### src/rtl/pipe_pkg.sv
// Shared pipeline definitions: register-zero constant, default field widths
// and the Tnew saturating decrement used by stage registers and the hazard unit.
package pipe_pkg;

  localparam logic [4:0] REG_ZERO   = 5'd0;

  localparam int DATA_W_DEF = 32;
  localparam int ADDR_W_DEF = 5;
  localparam int TNEW_W_DEF = 2;

  // Callers may use narrower Tnew tags; they widen into this and truncate back.
  localparam int TNEW_MAX_W = 8;

  typedef logic [TNEW_MAX_W-1:0] tnew_wide_t;

  typedef enum logic [1:0] {
    ACT_ADVANCE = 2'd0,
    ACT_STALL   = 2'd1,
    ACT_FLUSH   = 2'd2,
    ACT_RESET   = 2'd3
  } stage_action_e;

  // Saturating decrement: a result already available stays at zero.
  function automatic tnew_wide_t tnew_dec(input tnew_wide_t t);
    tnew_wide_t r;
    if (t == '0) r = '0;
    else         r = t - tnew_wide_t'(1);
    return r;
  endfunction

endpackage

### src/rtl/pipe_stage_reg_sat_counter.sv
// Saturating up-counter with synchronous clear; clear has priority over inc.
module sat_counter #(
  parameter int CNT_W = 16
) (
  input  logic             Clk,
  input  logic             clear,
  input  logic             inc,
  output logic [CNT_W-1:0] count
);

  logic at_max;

  assign at_max = (count == {CNT_W{1'b1}});

  // NOTE: sequential state uses non-blocking assignments so every flop samples pre-edge values.
  always_ff @(posedge Clk) begin
    if (clear)
      count <= '0;
    else if (inc && !at_max)
      count <= count + CNT_W'(1);
  end

endmodule

### src/rtl/pipe_stage_reg.sv
// Inter-stage pipeline register with stall, flush, valid tracking, Tnew ageing
// and a saturating count of stalled cycles.
module pipe_stage_reg
  import pipe_pkg::*;
#(
  parameter int DATA_W         = DATA_W_DEF,
  parameter int ADDR_W         = ADDR_W_DEF,
  parameter int TNEW_W         = TNEW_W_DEF,
  parameter int CNT_W          = 16,
  parameter bit BUBBLE_KEEP_PC = 1'b1
) (
  input  logic              Clk,
  input  logic              Reset,
  input  logic              Stall,
  input  logic              Flush,
  input  logic              ValidIn,
  input  logic [ADDR_W-1:0] A3In,
  input  logic [DATA_W-1:0] WDIn,
  input  logic [31:0]       PCIn,
  input  logic [TNEW_W-1:0] TnewIn,
  output logic              ValidOut,
  output logic [ADDR_W-1:0] A3Out,
  output logic [DATA_W-1:0] WDOut,
  output logic [31:0]       PCOut,
  output logic [TNEW_W-1:0] TnewOut,
  output logic              RegWriteOut,
  output logic [CNT_W-1:0]  StallCnt
);

  stage_action_e action;
  tnew_wide_t    tnew_in_wide;
  logic [TNEW_W-1:0] tnew_next;
  logic [ADDR_W-1:0] a3_next;
  logic [31:0]       bubble_pc;

  always_comb begin
    action = ACT_ADVANCE;
    if (Reset)      action = ACT_RESET;
    else if (Flush) action = ACT_FLUSH;
    else if (Stall) action = ACT_STALL;
  end

  // An empty slot never produces a result, so its Tnew and destination are zeroed.
  assign tnew_in_wide = tnew_wide_t'(TnewIn);
  assign tnew_next    = ValidIn ? TNEW_W'(tnew_dec(tnew_in_wide)) : '0;
  assign a3_next      = ValidIn ? A3In : '0;
  assign bubble_pc    = BUBBLE_KEEP_PC ? PCIn : 32'd0;

  always_ff @(posedge Clk) begin
    case (action)
      ACT_RESET: begin
        ValidOut <= 1'b0;
        A3Out    <= '0;
        WDOut    <= '0;
        PCOut    <= '0;
        TnewOut  <= '0;
      end
      ACT_FLUSH: begin
        ValidOut <= 1'b0;
        A3Out    <= '0;
        WDOut    <= '0;
        PCOut    <= bubble_pc;
        TnewOut  <= '0;
      end
      ACT_ADVANCE: begin
        ValidOut <= ValidIn;
        A3Out    <= a3_next;
        WDOut    <= WDIn;
        PCOut    <= PCIn;
        TnewOut  <= tnew_next;
      end
      default: ;
    endcase
  end

  assign RegWriteOut = ValidOut && (A3Out != ADDR_W'(REG_ZERO));

  sat_counter #(
    .CNT_W (CNT_W)
  ) u_stall_cnt (
    .Clk   (Clk),
    .clear (Reset),
    .inc   (Stall && !Flush),
    .count (StallCnt)
  );

endmodule

### config.mk
export PLATFORM = sky130hd
export DESIGN_NAME = pipe_stage_reg
export DESIGN_NICKNAME = d
export VERILOG_FILES = /design/src/rtl/pipe_pkg.sv /design/src/rtl/pipe_stage_reg_sat_counter.sv /design/src/rtl/pipe_stage_reg.sv
export SDC_FILE = /design/constraint.sdc
export NUM_CORES = 1
export LEC_CHECK = 0
export BUFFER_PORTS_ARGS = -buffer_cell sky130_fd_sc_hd__buf_4
export CORE_MARGIN = 2
export CORE_UTILIZATION = 40
export DETAILED_ROUTE_END_ITERATION = 16
export PLACE_DENSITY = 0.77
export SYNTH_ARGS = -nofsm -noshare
export SYNTH_HDL_FRONTEND = slang
export SYNTH_SLANG_ARGS = --single-unit
### constraint.sdc
create_clock -name Clk -period 7.7 [get_ports Clk]
set_clock_uncertainty 0.15 [all_clocks]
set_input_delay 1.155 -clock Clk [delete_from_list [all_inputs] [get_ports Clk]]
set_output_delay 1.155 -clock Clk [all_outputs]
set_load 0.01 [all_outputs]
; Yosys cells after proc, flatten, opt, wreduce, memory -nomap -nowiden
; Cells that the tools add are included.
[op_classes]
n_mux = 11
add_sub_neg = 2
n_reduce_logical = 12
eq_ne = 3
[ops]
columns = operator, count
row1 = 32-bit case mux with 2 select lines, 2
row2 = "16-bit by 1-bit adder with 16-bit output, second input constant", 1
row3 = "16-bit == test, second input constant", 1
row4 = 5-bit case mux with 2 select lines, 1
row5 = 8-bit zero test, 1
row6 = 2-bit 2-to-1 mux, 4
row7 = 5-bit 2-to-1 mux, 1
row8 = 5-bit nonzero test, 1
row9 = "2-bit == test, second input constant", 2
row10 = 2-bit case mux with 2 select lines, 1
row11 = 2-bit nonzero test, 2
row12 = 2-bit OR reduction, 2
row13 = 1-bit logical AND, 3
row14 = 1-bit zero test, 2
row15 = 2-bit zero test, 1
row16 = 1-bit case mux with 2 select lines, 1
row17 = "2-bit by 1-bit subtractor with 2-bit output, second input constant", 1
row18 = 1-bit 2-to-1 mux, 1
[word_totals]
elab_cells = 34
in_bits = 76
regBits = 88
out_inout_bits = 89

; Logic depth before layout (Yosys ltp)
; Gate-level depths: netlist of run 1.
[logic_depth]
word_depth = 6
mapped_depth = 6
depth_no_buf = 5

; By module
; From an unflattened synthesis of run 1, not the netlist that was laid out.
[hier_totals]
cells_unflattened = 259
area_unflattened_um2 = 3771.1
[modules_own_cells]
columns = module, area_per_inst_um2, seq_area_each_um2, cells_per_inst, instances
row1 = pipe_stage_reg, 2937.8, 2162.1, 163, 1
row2 = sat_counter, 833.3, 320.3, 96, 1

; Worst setup path before layout of run 1
; Ideal clock, no wire load.
[synth_timing]
kind = input to register
start = in Reset
end = reg A3Out[0] (enable)
t_arrival_ns = 3.129
n_path_buf = 1
setup_time_ns = 0.442
cell_stages = 2
setup_slack_ns = 3.979
required_ns = 7.108
cell_sequence = buf_2 -> nand2b_1
[synth_via]
elab_chain_len = 4
elab_cells_between_ends = 6
cone_classes = 2 x eq/ne / 1 x mux / 3 x reduce/logical
[synth_rtl]
columns = item, line
row1 = "start, declared", pipe_stage_reg.sv:13  ; input logic Reset,
row2 = 2-bit 2-to-1 mux *, pipe_stage_reg.sv:38  ; if (Reset) action = ACT_RESET;
row3 = 2-bit == test, pipe_stage_reg.sv:50  ; case (action)
row4 = 2-bit OR reduction (no line), n/a
row5 = 2-bit nonzero test (no line) *, n/a
row6 = "end signal, assigned", pipe_stage_reg.sv:67  ; A3Out <= a3_next;
row7 = "end, declared", pipe_stage_reg.sv:22  ; output logic [ADDR_W-1:0] A3Out,
; Every way passes the cells marked *; elsewhere a longest branch is shown, timed or not.
; A chain may end at the register's enable or synchronous reset.

; Worst setup path after layout of run 1
[layout_timing]
start = reg A3Out[0]
end = out RegWriteOut
[layout_via]
elab_chain_len = 2
[layout_rtl]
columns = item, line
row1 = 5-bit nonzero test, pipe_stage_reg.sv:76  ; assign RegWriteOut = ValidOut && (A3Out != ADDR_W'(REG_ZERO));
row2 = 1-bit logical AND, pipe_stage_reg.sv:76
row3 = "end, declared", pipe_stage_reg.sv:26  ; output logic RegWriteOut,
; No other way between the ends.

==> results.tsv, run 1 <==
metric	value	unit
layout cells sized above 1	44.73	%
asr flop ratio synth	0	%
area post-placement	4910	µm²
Crit path arrival time	1.58	ns
initial antenna violation count	0	
pre-CTS setup slack	4.922	ns
post-cts resize count	0	
final worst slack	4.815	ns
fmax	346.6	MHz
routed metal-1 wirelength	3433	µm
Post-CTS Setup Bufs	0	
wire per inst	15.58	µm
antenna viol nets, final	0	
Die Area	9709	µm²
die height	98.54	µm
Worst slew margin	36.76	%
Total Routing Usage GR	16.52	%
uppermost layer routed	met4	
htree depth	3	
required time of the critical path	6.39	ns
critical path class	register to primary output	
yosys synthesis warning count	0	
maxcap violations	0	
min-delay worst type	register to register	
DRT iter0 DRCs	107	
# nets final	501	
Synthesized Nets	335	
WL met3	638	µm
total negative slack	0	ns
largest net degree at the start of global routing	73	
number of buffers created by CTS	9	
Vias	2586	
Root Buffer	clkbuf_8	
status	finished, final reports clean	
vias per inst	4.834	
Worst setup SP type	register	
hpwl dp	5987	µm
clock-pin slew on the worst setup and hold paths	0.09	ns
setup violators final	0	
syn_area_per_cell	13.91	µm²
Layout Area Growth over Synthesis	43.19	%
Final Critical Period	2.885	ns
hold-fix buffers at CTS	0	
Bufs on Longest Clock Path	2	
DRC viols	0	
Fin. Hold Viols	0	
pwr/cell area	196.8	nW/µm²
most frequent cells in the layout	buf_4 (166), edfxtp_1 (72), and2_1 (64)	
GR Overflow Total	0	
DR WL met2	4141	µm
Skew-Pair Late Insertion Delay	0.34	ns
post-synthesis sequential area ratio	69.44	%
Post-Syn Area	3575	µm²
port bufs	164	
worst-path maximum fanout	2	
core footprint	8678	µm²
clock sinks	88	
Worst Max-Slew Pin Slew	0.9486	ns
vias in the first global route	2447	
RSZ-0062 raised after global routing	false	
first-pass GRT wire length	12500	µm
CTS tree	done	
post-synth cell types	42	
ys flop type	edfxtp_1	
Tcrit/Tclk final	37.47	%
Initial Util	41.19	%
die span in x	98.54	µm
# IOs	165	
most common cell after layout, fill and taps aside	buf_4	
final wirelength	8336	µm
Max Slew Vio Count	0	
IR drop worst, VDD	0.09031	mV
Post-synth EDFFs	72	
FF+latch count, synth	88	
diode count	0	
Leak	2.317	nW
Placer Congestion	0.8354	
cell area after layout	5119	µm²
Initial DRT Pass Iterations	4	
crit end category	primary output	
Synth Instances	257	
FP Rows	34	
==> worst paths after layout <==
kind,from,endpoint,slack [ns],cells past startpoint
max,A3Out[0],RegWriteOut,4.81,3
min,u_stall_cnt.count[6],u_stall_cnt.count[6],0.40,2
max reg2reg,u_stall_cnt.count[0],u_stall_cnt.count[7],5.47,5
min reg2reg,u_stall_cnt.count[6],u_stall_cnt.count[6],0.40,2
==> registers in the layout (all words and copies together) (netlist names) <==
signal	flops
PCOut	32
ValidOut	1
u_stall_cnt.count	16
TnewOut	2
WDOut	32
A3Out	5
==> synthesized netlist by cell type, types with 2 or more instances <==
master    instances  area share, %
edfxtp_1         72             60
o31ai_1           5            1.1
nand3_1           4           0.56
inv_1             6           0.63
nand4_4           2            1.2
nor3_1            5           0.70
or4_1             5            1.1
nand2_1           6           0.63
clkbuf_1          8           0.84
nand4_2           2           0.70
o21bai_1          2           0.42
ha_1              2           0.70
a21oi_1          10            1.4
and3_1            6            1.1
o21ai_1           5           0.70
dfxtp_1          16            9.0
nor2b_1           2           0.35
nor2_1            6           0.63
and2_1           64             11
or3_1             6            1.1
nand2b_1          2           0.35
==> metal layers <==
layer  up-vias  track usage (%)
met5         -                0
met4         0            5.796
met3        10            4.539
met2       115            27.63
met1      1202            20.75
li1       1259                -
==> cell type report <==
| type | instances | area (µm²) |
|---|---|---|
| Clock buffer | 10 | 127.6 |
| Sequential cell | 88 | 2482 |
| Inverter | 6 | 22.52 |
| Multi-Input combinational cell | 152 | 1023 |
| Fill cell | 755 | 3560 |
| Tap cell | 108 | 135.1 |
| Timing Repair Buffer | 166 | 1246 |
| Clock inverter | 5 | 81.33 |
==> cell families after synthesis <==
family / count (synthesis) / share of synthesized area (%)
AOI/OAI and AO/OA: 28 / 4.795
DFF: 88 / 69.44
xor gates and xnor gates: 1 / 0.2451
and+or+nand+nor: 120 / 22.23
buffers and inverters: 17 / 2.275
adders and majority gates: 2 / 0.6999
muxes: 1 / 0.3150
==> worst max-delay path: stages, from the launching register on <==
cell	delay, ns
edfxtp_1	0.39
or4_1	0.52
o21a_1	0.19
buf_4	0.14
==> stage by stage <==
| step | util (%) | hold slack [ns] | power (mW) | std cells |
|---|---|---|---|---|
| global route | 58.98 | 0.4473 | 1.045 | 535 |
| CTS | 58.98 | 0.3985 | 1.017 | 535 |
| finish | 58.98 | 0.4042 | 1.007 | 535 |
| global placement | 56.57 | 0.3713 | 0.6758 | 520 |
| detailed placement | 56.57 | 0.3835 | 0.6789 | 520 |
| floorplan | - | 0.3810 | 0.6005 | 257 |
==> where the power goes <==
group,leakage [nW],switching (mW),internal [mW]
clock,0.104,0.159,0.182
combinational,1.26,0.0483,0.0661
sequential,0.948,0.00917,0.543
No activity file was read; power rests on OpenSTA's default activity.
==> inputs of run 2 (changes only) <==
PLACE_DENSITY = 0.8   (was 0.77)
clock period = 2.3 ns   (was 7.7 ns; I/O delays follow)
==> results.tsv, run 2 (synthesis results as in run 1) <==
metric	value	unit	change
hold-fix buffers at CTS	0		unchanged
clock sinks	88		unchanged
GR Overflow Total	0		unchanged
Worst setup SP type	register		unchanged
vias in the first global route	2454		was 2447
layout cells sized above 1	45.58	%	was 44.73%
die height	98.54	µm	unchanged
first-pass GRT wire length	13100	µm	was 12500 µm
Register Area	2482	µm²	unchanged
non-filler instance count after layout	538		was 535
area post-placement	4945	µm²	was 4910 µm²
Final Critical Period	2.111	ns	
Worst Hold Launch	WDIn[23]		was u_stall_cnt.count[6]
total negative slack	0	ns	unchanged
Post-CTS Setup Bufs	0		unchanged
RSZ-0062 raised after global routing	false		unchanged
Initial DRT Pass Iterations	4		unchanged
post-cts resize count	0		unchanged
CTS tree	done		unchanged
Vias	2639		was 2586
Worst Max-Slew Pin Slew	0.3785	ns	was 0.9486 ns
Fill cells	709		was 755
critical path class	register to primary output		unchanged
cell area after layout	5115	µm²	was 5119 µm²
Total Routing Usage GR	17.16	%	was 16.52%
Die Area	9709	µm²	unchanged
Worst slew margin	74.71	%	was 36.76%
DRT iter0 DRCs	119		was 107
pwr/cell area	620.9	nW/µm²	was 196.8 nW/µm²
initial antenna violation count	0		unchanged
fmax	473.7	MHz	
Tcrit/Tclk final	91.79	%	
final wirelength	8640	µm	was 8336 µm
hpwl dp	6335	µm	was 5987 µm
antenna viol nets, final	0		unchanged
most common cell after layout, fill and taps aside	buf_4		unchanged
min-delay worst type	input pin to register		was register to register
largest net degree at the start of global routing	39		was 73
Skew-Pair Late Insertion Delay	0.34	ns	about the same
final core occ	58.94	%	was 58.98%
Crit path arrival time	1.62	ns	was 1.58 ns
port bufs	164		unchanged
vias per inst	4.905		was 4.834
Placer Congestion	0.8308		was 0.8354
DRC viols	0		unchanged
clock-pin slew on the worst setup and hold paths	0.10	ns	was 0.09 ns
Max Slew Vio Count	0		unchanged
# nets final	504		was 501
worst r2r src	u_stall_cnt.count[0]		unchanged
number of buffers created by CTS	9		unchanged
FP Rows	34		unchanged
diode count	0		unchanged
status	finished, final reports clean		unchanged
die span in x	98.54	µm	unchanged
htree depth	3		unchanged
Fin. Hold Viols	0		unchanged
Leak	2.315	nW	was 2.317 nW
Layout Area Growth over Synthesis	43.09	%	was 43.19%
IR drop worst, VDD	0.3759	mV	was 0.09031 mV
maxcap violations	0		unchanged
# IOs	165		unchanged
most frequent cells in the layout	buf_4 (168), edfxtp_1 (72), and2_1 (64)		was buf_4 (166), edfxtp_1 (72), and2_1 (64)
Initial Util	41.19	%	unchanged
wire per inst	16.06	µm	was 15.58 µm
multi-input gate area in the final layout	1023	µm²	unchanged
crit path from	A3Out[0]		unchanged
required time of the critical path	1.80	ns	was 6.39 ns
crit end category	primary output		unchanged
worst-path maximum fanout	2		unchanged
core footprint	8678	µm²	unchanged
top flop regs	PCOut (32), WDOut (32), u_stall_cnt.count (16)		unchanged
Root Buffer	clkbuf_8		unchanged
Bufs on Longest Clock Path	2		unchanged
dpl cells	523		was 520
setup violators final	0		unchanged
## run 2: cell count changes in the layout (fill, tap and decap cells not counted), sizes merged
| cell | before | now |
|---|---|---|
| clkbuf | 10 | 9 |
| bufinv | 2 | 0 |
| buf | 166 | 169 |
| clkinv | 2 | 3 |
| clkinvlp | 0 | 2 |
## run 2: final cells by class
type                    count  share of cell area (%)
multi-input cells         152                   20.01
flip-flops and latches     88                   48.53
well taps                 108                   2.642
inverters                   6                  0.4403
clock inverters             6                  0.9051
repair buffers            169                   25.05
clock buffers               9                   2.422
## run 2: final timing paths
| check | endpoint | slack, ns | cells past startpoint |
|---|---|---|---|
| max | RegWriteOut | 0.19 | 3 |
| min | WDOut[23] | 0.12 | 2 |
| max reg2reg | u_stall_cnt.count[14] | 0.43 | 5 |
| min reg2reg | u_stall_cnt.count[0] | 0.38 | 2 |
## run 2: stage by stage
stage	setup WS (ns)	hold slack [ns]	power, mW
6_report	0.1888	0.1211	3.176
4_1_cts	0.1641	0.1017	3.209
2_1_floorplan	0.2498	0.3810	2.009
3_5_place_dp	0.4092	0.3669	2.280
3_3_place_gp	0.5110	0.3494	2.266
5_1_grt	0.1321	0.09366	3.298
## run 2: power breakdown
group	switching (mW)	total [mW]	internal, mW	leakage (nW)
registers	0.0317	1.85	1.82	0.948
logic	0.164	0.389	0.225	1.28
clock network	0.546	0.938	0.392	0.0817
total	0.742	3.18	2.43	2.31
## run 2: worst max-delay path: stages (launching register included)
cell and delay [ns]:
edfxtp_1 0.42, or4_1 0.53, o21a_1 0.19, buf_4 0.14
## run 2: per-layer routing
metal  routed length [µm]  share of wire, %  track usage (%)  up-vias
met5                    0                 0                0        -
met4                   36              0.42            3.793        0
met3                  668               7.7            5.957        5
met2                 4530                52            29.98      108
met1                 3404                39            20.59     1258
li1                     -                 -                -     1268
==> inputs of run 3 (changes only) <==
CORE_UTILIZATION = 42   (was 40)
MAX_ROUTING_LAYER = met4   (was unset)
PLACE_DENSITY = 0.83   (was 0.8)
==> results.tsv, run 3 (synthesis results as in run 1) <==
metric	value	unit	change
layout cells sized above 1	45.35	%	was 45.58%
final wirelength	8314	µm	was 8640 µm
status	finished, final reports clean		unchanged
final core occ	62.22	%	was 58.94%
post-cts resize count	0		unchanged
pwr/cell area	625.6	nW/µm²	was 620.9 nW/µm²
Bufs on Longest Clock Path	2		unchanged
Final Critical Period	2.049	ns	was 2.111 ns
vias per inst	4.910		was 4.905
Initial Util	43.51	%	was 41.19%
cell area after layout	5112	µm²	was 5115 µm²
final worst slack	0.2515	ns	was 0.1888 ns
IR drop worst, VDD	0.3024	mV	was 0.3759 mV
first-pass GRT wire length	11880	µm	was 13100 µm
clock sinks	88		unchanged
Post-CTS Setup Bufs	0		unchanged
most frequent cells in the layout	buf_4 (167), edfxtp_1 (72), and2_1 (64)		was buf_4 (168), edfxtp_1 (72), and2_1 (64)
port bufs	164		unchanged
diode count	0		unchanged
hpwl dp	6099	µm	was 6335 µm
worst-path maximum fanout	2		unchanged
Worst setup SP type	register		unchanged
Root Buffer	clkbuf_8		unchanged
Fill cells	647		was 709
pre-CTS setup slack	0.4193	ns	was 0.4092 ns
Placer Congestion	0.8105		was 0.8308
number of buffers created by CTS	9		unchanged
maxcap violations	0		unchanged
Total Routing Usage GR	17.69	%	was 17.16%
required time of the critical path	1.80	ns	about the same
cell family contributing the most delay on the critical path	simple AND/OR/NAND/NOR gates		unchanged
Max stage delay on crit path	0.52	ns	was 0.53 ns
Vias	2627		was 2639
min-delay worst type	input pin to register		unchanged
RSZ-0062 raised after global routing	false		unchanged
CTS tree	done		unchanged
Die Area	9265	µm²	was 9709 µm²
Crit path arrival time	1.55	ns	was 1.62 ns
# nets final	503		was 504
Layout Area Growth over Synthesis	43.02	%	was 43.09%
Max Slew Vio Count	0		unchanged
Worst Max-Slew Pin Slew	0.3734	ns	was 0.3785 ns
# IOs	165		unchanged
Worst slew margin	74.90	%	was 74.71%
crit end category	primary output		unchanged
Skew-Pair Late Insertion Delay	0.33	ns	was 0.34 ns
critical path class	register to primary output		unchanged
Worst path slowest cell	or4_1		unchanged
Leak	2.316	nW	was 2.315 nW
CP Cell Sequence	or4_1, o21a_1, buf_4		unchanged
GR Overflow Total	0		unchanged
hold-fix buffers at CTS	0		unchanged
area post-placement	4933	µm²	was 4945 µm²
htree depth	3		unchanged
initial antenna violation count	0		unchanged
antenna viol nets, final	0		unchanged
die span in x	96.26	µm	was 98.54 µm
most common cell after layout, fill and taps aside	buf_4		unchanged
vias in the first global route	2398		was 2454
core footprint	8217	µm²	was 8678 µm²
FP Rows	33		was 34
fmax	488.2	MHz	was 473.7 MHz
wire per inst	15.54	µm	was 16.06 µm
largest net degree at the start of global routing	73		was 39
DRT iter0 DRCs	114		was 119
Worst Path Buf+Inv	1		unchanged
top flop regs	PCOut (32), WDOut (32), u_stall_cnt.count (16)		unchanged
die height	96.26	µm	was 98.54 µm
total negative slack	0	ns	unchanged
DRC viols	0		unchanged
Fin. Hold Viols	0		unchanged
Initial DRT Pass Iterations	4		unchanged
setup violators final	0		unchanged
clock-pin slew on the worst setup and hold paths	0.10	ns	about the same
Tcrit/Tclk final	89.07	%	was 91.79%
-- run 3: final timing paths --
path	slack, ns	to	from	cells after the start
setup / recovery	0.25	RegWriteOut	A3Out[0]	3
hold reg to reg	0.40	u_stall_cnt.count[15]	u_stall_cnt.count[15]	2
setup reg to reg	0.41	u_stall_cnt.count[5]	u_stall_cnt.count[0]	6
hold / removal	0.12	PCOut[13]	PCIn[13]	2
-- run 3: routing by layer --
metal,track usage (%),share of wire (%),vias up
met4,4.643,0.67,0
met2,30.79,54,91
met3,4.620,6.3,6
li1,-,-,1276
met1,20.25,39,1254
met5,-,0,-
-- run 3: where the power goes --
part	internal, mW	switching [mW]
clock network	0.407	0.557
logic	0.224	0.161
registers	1.82	0.0326
-- run 3: area by class of cell --
cell class	instances	area [µm²]	share of cell area (%)
Sequential cell	88	2482	48.56
Clock inverter	6	51.30	1.003
Clock buffer	10	127.6	2.496
Tap cell	105	131.4	2.570
Inverter	6	22.52	0.4405
Multi-Input combinational cell	152	1023	20.02
Timing Repair Buffer	168	1274	24.91
-- run 3: metrics by stage --
| step | hold WS [ns] | std cells | total power [mW] |
|---|---|---|---|
| 6_report | 0.1203 | 535 | 3.198 |
| 5_1_grt | 0.09029 | 535 | 3.354 |
| 4_1_cts | 0.1053 | 535 | 3.238 |
| 3_5_place_dp | 0.3782 | 519 | 2.276 |
| 3_3_place_gp | 0.3483 | 519 | 2.261 |
| 2_1_floorplan | 0.3810 | 257 | 2.009 |
